$ cat config.mk
export PLATFORM = sky130hd
export DESIGN_NAME = mem_arbiter
export DESIGN_NICKNAME = d
export VERILOG_FILES = /design/src/rtl/mem_arbiter_pkg.sv /design/src/rtl/mem_req_slot.sv /design/src/rtl/mem_arbiter.sv
export SDC_FILE = /design/constraint.sdc
export NUM_CORES = 1
export LEC_CHECK = 0
export CAP_MARGIN = 5
export CORE_ASPECT_RATIO = 0.5
export CORE_MARGIN = 4
export CORE_UTILIZATION = 54
export CTS_CLUSTER_SIZE = 28
export DETAILED_ROUTE_END_ITERATION = 8
export PLACE_DENSITY = 0.85
export SLEW_MARGIN = 20
export SYNTH_ARGS = -nofsm -noshare
export SYNTH_HDL_FRONTEND = slang
export SYNTH_HIERARCHICAL = 1
export SYNTH_SLANG_ARGS = --single-unit
$ cat constraint.sdc
create_clock -name mclk -period 3.9 [get_ports mclk]
set_clock_uncertainty 0.1 [all_clocks]
set_input_delay 0.78 -clock mclk [delete_from_list [all_inputs] [get_ports mclk]]
set_output_delay 0.78 -clock mclk [all_outputs]
set_load 0.05 [all_outputs]
$ cat src/rtl/mem_arbiter_pkg.sv
// Shared constants for the two-port external RAM arbiter.
// Holds the FSM state encodings, port identifiers and default bus widths.
package mem_arbiter_pkg;

  localparam int AW_DEF = 20;
  localparam int DW_DEF = 8;

  localparam logic [1:0] S_IDLE  = 2'd0;
  localparam logic [1:0] S_ISSUE = 2'd1;
  localparam logic [1:0] S_WAIT  = 2'd2;
  localparam logic [1:0] S_RESP  = 2'd3;

  localparam logic PORT_A = 1'b0;
  localparam logic PORT_B = 1'b1;

endpackage

$ cat src/rtl/mem_req_slot.sv
// Single-entry pending request register for one upstream port.
// A new begin always wins; replacing a slot that was never granted sets the sticky overflow flag.
module mem_req_slot
  import mem_arbiter_pkg::*;
#(
  parameter int AW = AW_DEF,
  parameter int DW = DW_DEF
) (
  input  logic          mclk,
  input  logic          reset,
  input  logic          begin_wr,
  input  logic          begin_rd,
  input  logic [AW-1:0] addr,
  input  logic [DW-1:0] data_wr,
  input  logic          grant,
  output logic          valid,
  output logic          is_wr,
  output logic [AW-1:0] slot_addr,
  output logic [DW-1:0] slot_data,
  output logic          overflow
);

  logic capture_s;

  assign capture_s = begin_wr | begin_rd;

  // Capture a new request, clear on grant; a begin on the grant edge refills without overflow.
  always_ff @(posedge mclk or posedge reset) begin
    if (reset) begin
      valid     <= 1'b0;
      is_wr     <= 1'b0;
      slot_addr <= {AW{1'b0}};
      slot_data <= {DW{1'b0}};
      overflow  <= 1'b0;
    end else begin
      if (capture_s) begin
        valid     <= 1'b1;
        is_wr     <= begin_wr;
        slot_addr <= addr;
        slot_data <= data_wr;
        if (valid && !grant) begin
          overflow <= 1'b1;
        end
      end else if (grant) begin
        valid <= 1'b0;
      end
    end
  end

endmodule

$ cat src/rtl/mem_arbiter.sv
// Shares one external RAM controller between the SPI emulator (port A, priority)
// and the host back-door (port B), with B anti-starvation and a downstream watchdog.
module mem_arbiter
  import mem_arbiter_pkg::*;
#(
  parameter int AW         = AW_DEF,
  parameter int DW         = DW_DEF,
  parameter int B_MAX_WAIT = 16,
  parameter int TIMEOUT    = 255
) (
  input  logic          mclk,
  input  logic          reset,
  input  logic          a_begin_wr,
  input  logic          a_begin_rd,
  input  logic [AW-1:0] a_addr,
  input  logic [DW-1:0] a_data_wr,
  output logic          a_finish,
  output logic [DW-1:0] a_data_rd,
  input  logic          b_begin_wr,
  input  logic          b_begin_rd,
  input  logic [AW-1:0] b_addr,
  input  logic [DW-1:0] b_data_wr,
  output logic          b_finish,
  output logic [DW-1:0] b_data_rd,
  output logic          m_begin_wr,
  output logic          m_begin_rd,
  output logic [AW-1:0] m_addr,
  output logic [DW-1:0] m_data_wr,
  input  logic          m_finish,
  input  logic [DW-1:0] m_data_rd,
  output logic [1:0]    overflow,
  output logic          timeout_err
);

  localparam int WW = $clog2(B_MAX_WAIT + 1);
  localparam int TW = $clog2(TIMEOUT + 1);

  logic          a_valid_s, a_is_wr_s, a_ovf_s;
  logic [AW-1:0] a_slot_addr_s;
  logic [DW-1:0] a_slot_data_s;
  logic          b_valid_s, b_is_wr_s, b_ovf_s;
  logic [AW-1:0] b_slot_addr_s;
  logic [DW-1:0] b_slot_data_s;

  logic          grant_a_s, grant_b_s;
  logic          sel_wr_s;
  logic [AW-1:0] sel_addr_s;
  logic [DW-1:0] sel_data_s;
  logic          rsp_done_s, rsp_to_s;
  logic [DW-1:0] rsp_data_s;

  logic [1:0]    state_r;
  logic          owner_r, op_wr_r;
  logic [WW-1:0] b_wait_r;
  logic [TW-1:0] wd_r;
  logic          m_begin_wr_r, m_begin_rd_r;
  logic [AW-1:0] m_addr_r;
  logic [DW-1:0] m_data_wr_r;
  logic          a_finish_r, b_finish_r;
  logic [DW-1:0] a_data_rd_r, b_data_rd_r;
  logic          timeout_err_r;

  mem_req_slot #(.AW(AW), .DW(DW)) u_slot_a (
    .mclk      (mclk),
    .reset     (reset),
    .begin_wr  (a_begin_wr),
    .begin_rd  (a_begin_rd),
    .addr      (a_addr),
    .data_wr   (a_data_wr),
    .grant     (grant_a_s),
    .valid     (a_valid_s),
    .is_wr     (a_is_wr_s),
    .slot_addr (a_slot_addr_s),
    .slot_data (a_slot_data_s),
    .overflow  (a_ovf_s)
  );

  mem_req_slot #(.AW(AW), .DW(DW)) u_slot_b (
    .mclk      (mclk),
    .reset     (reset),
    .begin_wr  (b_begin_wr),
    .begin_rd  (b_begin_rd),
    .addr      (b_addr),
    .data_wr   (b_data_wr),
    .grant     (grant_b_s),
    .valid     (b_valid_s),
    .is_wr     (b_is_wr_s),
    .slot_addr (b_slot_addr_s),
    .slot_data (b_slot_data_s),
    .overflow  (b_ovf_s)
  );

  // Priority grant: A first unless B has waited long enough to override once.
  always_comb begin
    grant_a_s = 1'b0;
    grant_b_s = 1'b0;
    if (state_r == S_IDLE) begin
      if (b_valid_s && (!a_valid_s || (b_wait_r >= WW'(B_MAX_WAIT)))) begin
        grant_b_s = 1'b1;
      end else if (a_valid_s) begin
        grant_a_s = 1'b1;
      end else begin
        grant_a_s = 1'b0;
      end
    end else begin
      grant_b_s = 1'b0;
    end
  end

  // Request mux feeding the downstream latches.
  always_comb begin
    sel_wr_s   = a_is_wr_s;
    sel_addr_s = a_slot_addr_s;
    sel_data_s = a_slot_data_s;
    if (grant_b_s) begin
      sel_wr_s   = b_is_wr_s;
      sel_addr_s = b_slot_addr_s;
      sel_data_s = b_slot_data_s;
    end else begin
      sel_wr_s   = a_is_wr_s;
    end
  end

  // Completion detect: downstream finish or watchdog expiry (writes always return all-ones).
  always_comb begin
    rsp_done_s = 1'b0;
    rsp_to_s   = 1'b0;
    rsp_data_s = {DW{1'b1}};
    if (state_r == S_WAIT) begin
      if (m_finish) begin
        rsp_done_s = 1'b1;
        rsp_data_s = op_wr_r ? {DW{1'b1}} : m_data_rd;
      end else if (wd_r <= TW'(1)) begin
        rsp_done_s = 1'b1;
        rsp_to_s   = 1'b1;
      end else begin
        rsp_done_s = 1'b0;
      end
    end else begin
      rsp_done_s = 1'b0;
    end
  end

  // B starvation counter, saturating.
  always_ff @(posedge mclk or posedge reset) begin
    if (reset) begin
      b_wait_r <= {WW{1'b0}};
    end else if (grant_b_s || !b_valid_s) begin
      b_wait_r <= {WW{1'b0}};
    end else if (b_wait_r != {WW{1'b1}}) begin
      b_wait_r <= b_wait_r + WW'(1);
    end
  end

  // Transaction sequencer; begin/finish pulses are registered so they coincide with ISSUE/RESP.
  always_ff @(posedge mclk or posedge reset) begin
    if (reset) begin
      state_r       <= S_IDLE;
      owner_r       <= PORT_A;
      op_wr_r       <= 1'b0;
      wd_r          <= {TW{1'b0}};
      m_begin_wr_r  <= 1'b0;
      m_begin_rd_r  <= 1'b0;
      m_addr_r      <= {AW{1'b0}};
      m_data_wr_r   <= {DW{1'b0}};
      a_finish_r    <= 1'b0;
      b_finish_r    <= 1'b0;
      a_data_rd_r   <= {DW{1'b1}};
      b_data_rd_r   <= {DW{1'b1}};
      timeout_err_r <= 1'b0;
    end else begin
      m_begin_wr_r <= 1'b0;
      m_begin_rd_r <= 1'b0;
      a_finish_r   <= 1'b0;
      b_finish_r   <= 1'b0;
      case (state_r)
        S_IDLE: begin
          if (grant_a_s || grant_b_s) begin
            owner_r      <= grant_b_s ? PORT_B : PORT_A;
            op_wr_r      <= sel_wr_s;
            m_addr_r     <= sel_addr_s;
            m_data_wr_r  <= sel_data_s;
            m_begin_wr_r <= sel_wr_s;
            m_begin_rd_r <= !sel_wr_s;
            state_r      <= S_ISSUE;
          end
        end
        S_ISSUE: begin
          wd_r    <= TW'(TIMEOUT);
          state_r <= S_WAIT;
        end
        S_WAIT: begin
          if (rsp_done_s) begin
            if (owner_r == PORT_B) begin
              b_data_rd_r <= rsp_data_s;
              b_finish_r  <= 1'b1;
            end else begin
              a_data_rd_r <= rsp_data_s;
              a_finish_r  <= 1'b1;
            end
            if (rsp_to_s) begin
              timeout_err_r <= 1'b1;
            end
            state_r <= S_RESP;
          end else begin
            wd_r <= wd_r - TW'(1);
          end
        end
        S_RESP: begin
          state_r <= S_IDLE;
        end
        default: begin
          state_r <= S_IDLE;
        end
      endcase
    end
  end

  assign m_begin_wr  = m_begin_wr_r;
  assign m_begin_rd  = m_begin_rd_r;
  assign m_addr      = m_addr_r;
  assign m_data_wr   = m_data_wr_r;
  assign a_finish    = a_finish_r;
  assign b_finish    = b_finish_r;
  assign a_data_rd   = a_data_rd_r;
  assign b_data_rd   = b_data_rd_r;
  assign overflow    = {b_ovf_s, a_ovf_s};
  assign timeout_err = timeout_err_r;

endmodule

==> flow_metrics.env <==
export IMPL_status="completed"
export IMPL_netlist_area_um2=5430
export IMPL_cp_arrival_ps=3250
export IMPL_synth_edf_count=0
export IMPL_gr_usage_all_layers_pct=23.6
export IMPL_power_density_nw_per_um2=819
export IMPL_yosys_top_cells_count="112 x dfrtp_1, 56 x mux2_4, 30 x nor2_1, 29 x nand2_1, 29 x o22ai_1"
export IMPL_path_max_fanout=22
export IMPL_n_antenna_cell=0
export IMPL_cts_tree="built"
export IMPL_clkLatencyLatePin_ps=420
export IMPL_gr_total_overflow=0
export IMPL_grt_pass1_vias=4098
export IMPL_drt_wl_total_um=13200
export IMPL_synthXorXnorAreaFrac_pct=0.484
export IMPL_ioPinCount=122
export IMPL_post_route_period_util_pct=77.8
export IMPL_synth_simple_area_share_pct=7.65
export IMPL_antenna_left=0
export IMPL_dr_pass1_iters=4
export IMPL_fmax_mhz=330
export IMPL_drc=0
export IMPL_die_width_um=150
export IMPL_synth_compound_area_share_pct=11.5
export IMPL_synth_adder_area_share_pct=1.61
export IMPL_yosysMostFrequentCell="dfrtp_1"
export IMPL_ys_async_sr_fraction_pct=100
export IMPL_ctsHoldBuffers=0
export IMPL_finalSetupTns_ps=0
export IMPL_netlist_instances=404
export IMPL_cts_resized_gates=0
export IMPL_htree_levels=4
export IMPL_via_per_inst=5.53
export IMPL_path_clk_slew_ps=60
export IMPL_grt_pass1_wl_um=21200
export IMPL_final_cells=678
export IMPL_seqCellArea_um2=3220
export IMPL_ys_seq_area_share_pct=59.3
export IMPL_rr_worst_depth=7
export IMPL_cts_sinks=128
export IMPL_synth_top_family_by_area="multiplexers"
export IMPL_finalSetupViolations=0
export IMPL_period_needed_ps=3030
export IMPL_syn_num_nets=482
export IMPL_multi_input_area_um2=2040
export IMPL_first_iter_violations=255
export IMPL_vdd_ir_drop_max_v=0.000385
export IMPL_synth_largest_area_cell="dfrtp_1"
export IMPL_synthDistinctLibCells=46
export IMPL_maxCapViolCount=0
export IMPL_initial_utilization_pct=56.4
export IMPL_fp_dieH_um=78.9
export IMPL_startpoint_type="flip-flop"
export IMPL_grt_antenna_before_repair=0
export IMPL_tightest_slew_ps=1060
export IMPL_maxSlewViolCount=0
export IMPL_avgRoutedWirePerCell_um=19.5
export IMPL_place_inst=645
export IMPL_fill_cells=594
export IMPL_maxSlewHeadroom_pct=29.3
export IMPL_crit_path_end_kind="flip-flop"
export IMPL_ys_warn_count=6
export IMPL_post_cts_buffers=0
export IMPL_dpl_instance_area_um2=6720
export IMPL_cp_required_ps=4120
export IMPL_drive_gt1_share_pct=21.7
export IMPL_syn_avg_cell_area_um2=13.4
export IMPL_cts_root_buffer="clkbuf_16"
export IMPL_portBuffers=121
export IMPL_yosys_top_cells_area="dfrtp_1 52%, mux2_4 15%, dfstp_2 7.7%"
export IMPL_core_area_um2=9630
export IMPL_finalHoldViolCount=0
export IMPL_critPathKind="flip-flop to flip-flop"
export IMPL_row_count=25
export IMPL_synth_seq_cells=128
export IMPL_hold_path_class="flip-flop to flip-flop"
export IMPL_place_congestion=0.764
export IMPL_power_leakage_nw=3.15
export IMPL_synth_ff_type="dfrtp_1"
export IMPL_dieArea_um2=11800
export IMPL_rsz0062_at_grt="no"
export IMPL_hpwl_um=8550
export IMPL_route_vias_total=3751
export IMPL_clock_path_buffers=2
export IMPL_fin_area_um2=7360
export IMPL_synth_mux_area_share_pct=16.2
export IMPL_cts_inserted_buffers=17
export IMPL_yosys_area_top_type_share_pct=51.6
export IMPL_grt_max_degree=67
export IMPL_syn_to_final_growth_pct=35.5
export IMPL_fin_util_pct=76.4
export IMPL_nNetsFinal=608
export IMPL_hold_depth=1
export IMPL_p_total_mw=6.03
-- area by class of cell --
class / instances / share of cell area (%)
sequential: 128 / 43.8
tap: 135 / 2.29
inverter: 12 / 0.612
clock buffer: 23 / 6.49
timing repair buffer: 127 / 17.1
clock inverter: 9 / 2.09
multi-input combinational: 244 / 27.7
-- power by group --
| part | switching (mW) | leakage (nW) | internal [mW] |
|---|---|---|---|
| registers | 0.260 | 1.45 | 1.73 |
| logic | 1.49 | 1.40 | 0.853 |
| clock network | 0.569 | 0.304 | 1.12 |
-- registers in the layout (all words and copies together) (netlist names), 5 cells and up --
register	count
a_data_rd	8
u_slot_b/slot_addr	20
m_addr	20
m_data_wr	8
u_slot_b/slot_data	8
u_slot_a/slot_data	8
b_wait_r	5
b_data_rd	8
u_slot_a/slot_addr	20
wd_r	8
-- critical path, cell delays in order (launching register included) --
cell and delay [ps]:
dfrtp_1 390, inv_1 90, ha_1 250, nand2_1 520
a21o_1 500, inv_1 620, o22ai_1 220, o21ai_0 240
-- through the flow --
step           hold WS [ps]  setup WS, ps
6_report                388           865
5_1_grt                 404           589
4_1_cts                 384           875
3_5_place_dp            370          1020
3_3_place_gp            358          1160
2_1_floorplan           344          1390
-- worst paths after layout --
path                             startpoint  slack [ps]                     end
worst max-delay path             state_r[0]         870            m_data_wr[2]
worst min-delay path            timeout_err         390             timeout_err
worst max register to register   state_r[0]         870            m_data_wr[2]
worst min register to register  timeout_err         390             timeout_err
max in group asynchronous             reset        2140   u_slot_b/slot_addr[1]
min in group asynchronous             reset         760  u_slot_a/slot_addr[14]
-- metal layers --
metal  vias up  track usage [%]  routed length [um]
met5         -                0                   0
met4         0             11.1                 331
met3        29             5.70                 644
met2       117             40.5                6710
met1      1901             28.4                5550
li1       1704                -                   -
-- kinds of logic (layout without fill, tap and decap cells) --
group,Yosys count,in the layout
fa+ha+maj,7,7
buf+inv,32,171
flops,128,128
mux,60,60
xor+xnor,3,3
compound gates,90,90
simple gates,84,84
-- cells in the final DEF (no fill, tap or decap), types with 2 or more instances in the layout --
cell,instances
clkdlybuf4s50_1,121
dfrtp_1,112
mux2_4,56
nor2_1,30
nand2_1,29
o22ai_1,29
o21ai_0,19
o22a_1,17
clkbuf_16,17
dfstp_2,16
inv_1,11
ha_1,7
nor3_1,6
a21oi_1,6
buf_4,5
nor2b_1,4
bufinv_16,4
nand2b_1,3
nand4b_1,3
mux2i_1,3
a21o_1,3
clkbuf_1,3
clkbuf_8,3
o21a_1,2
xor2_1,2
clkinvlp_4,2
clkinv_2,2
nor2_4,2
o21bai_1,2
Power figures use the tool's default switching activity.
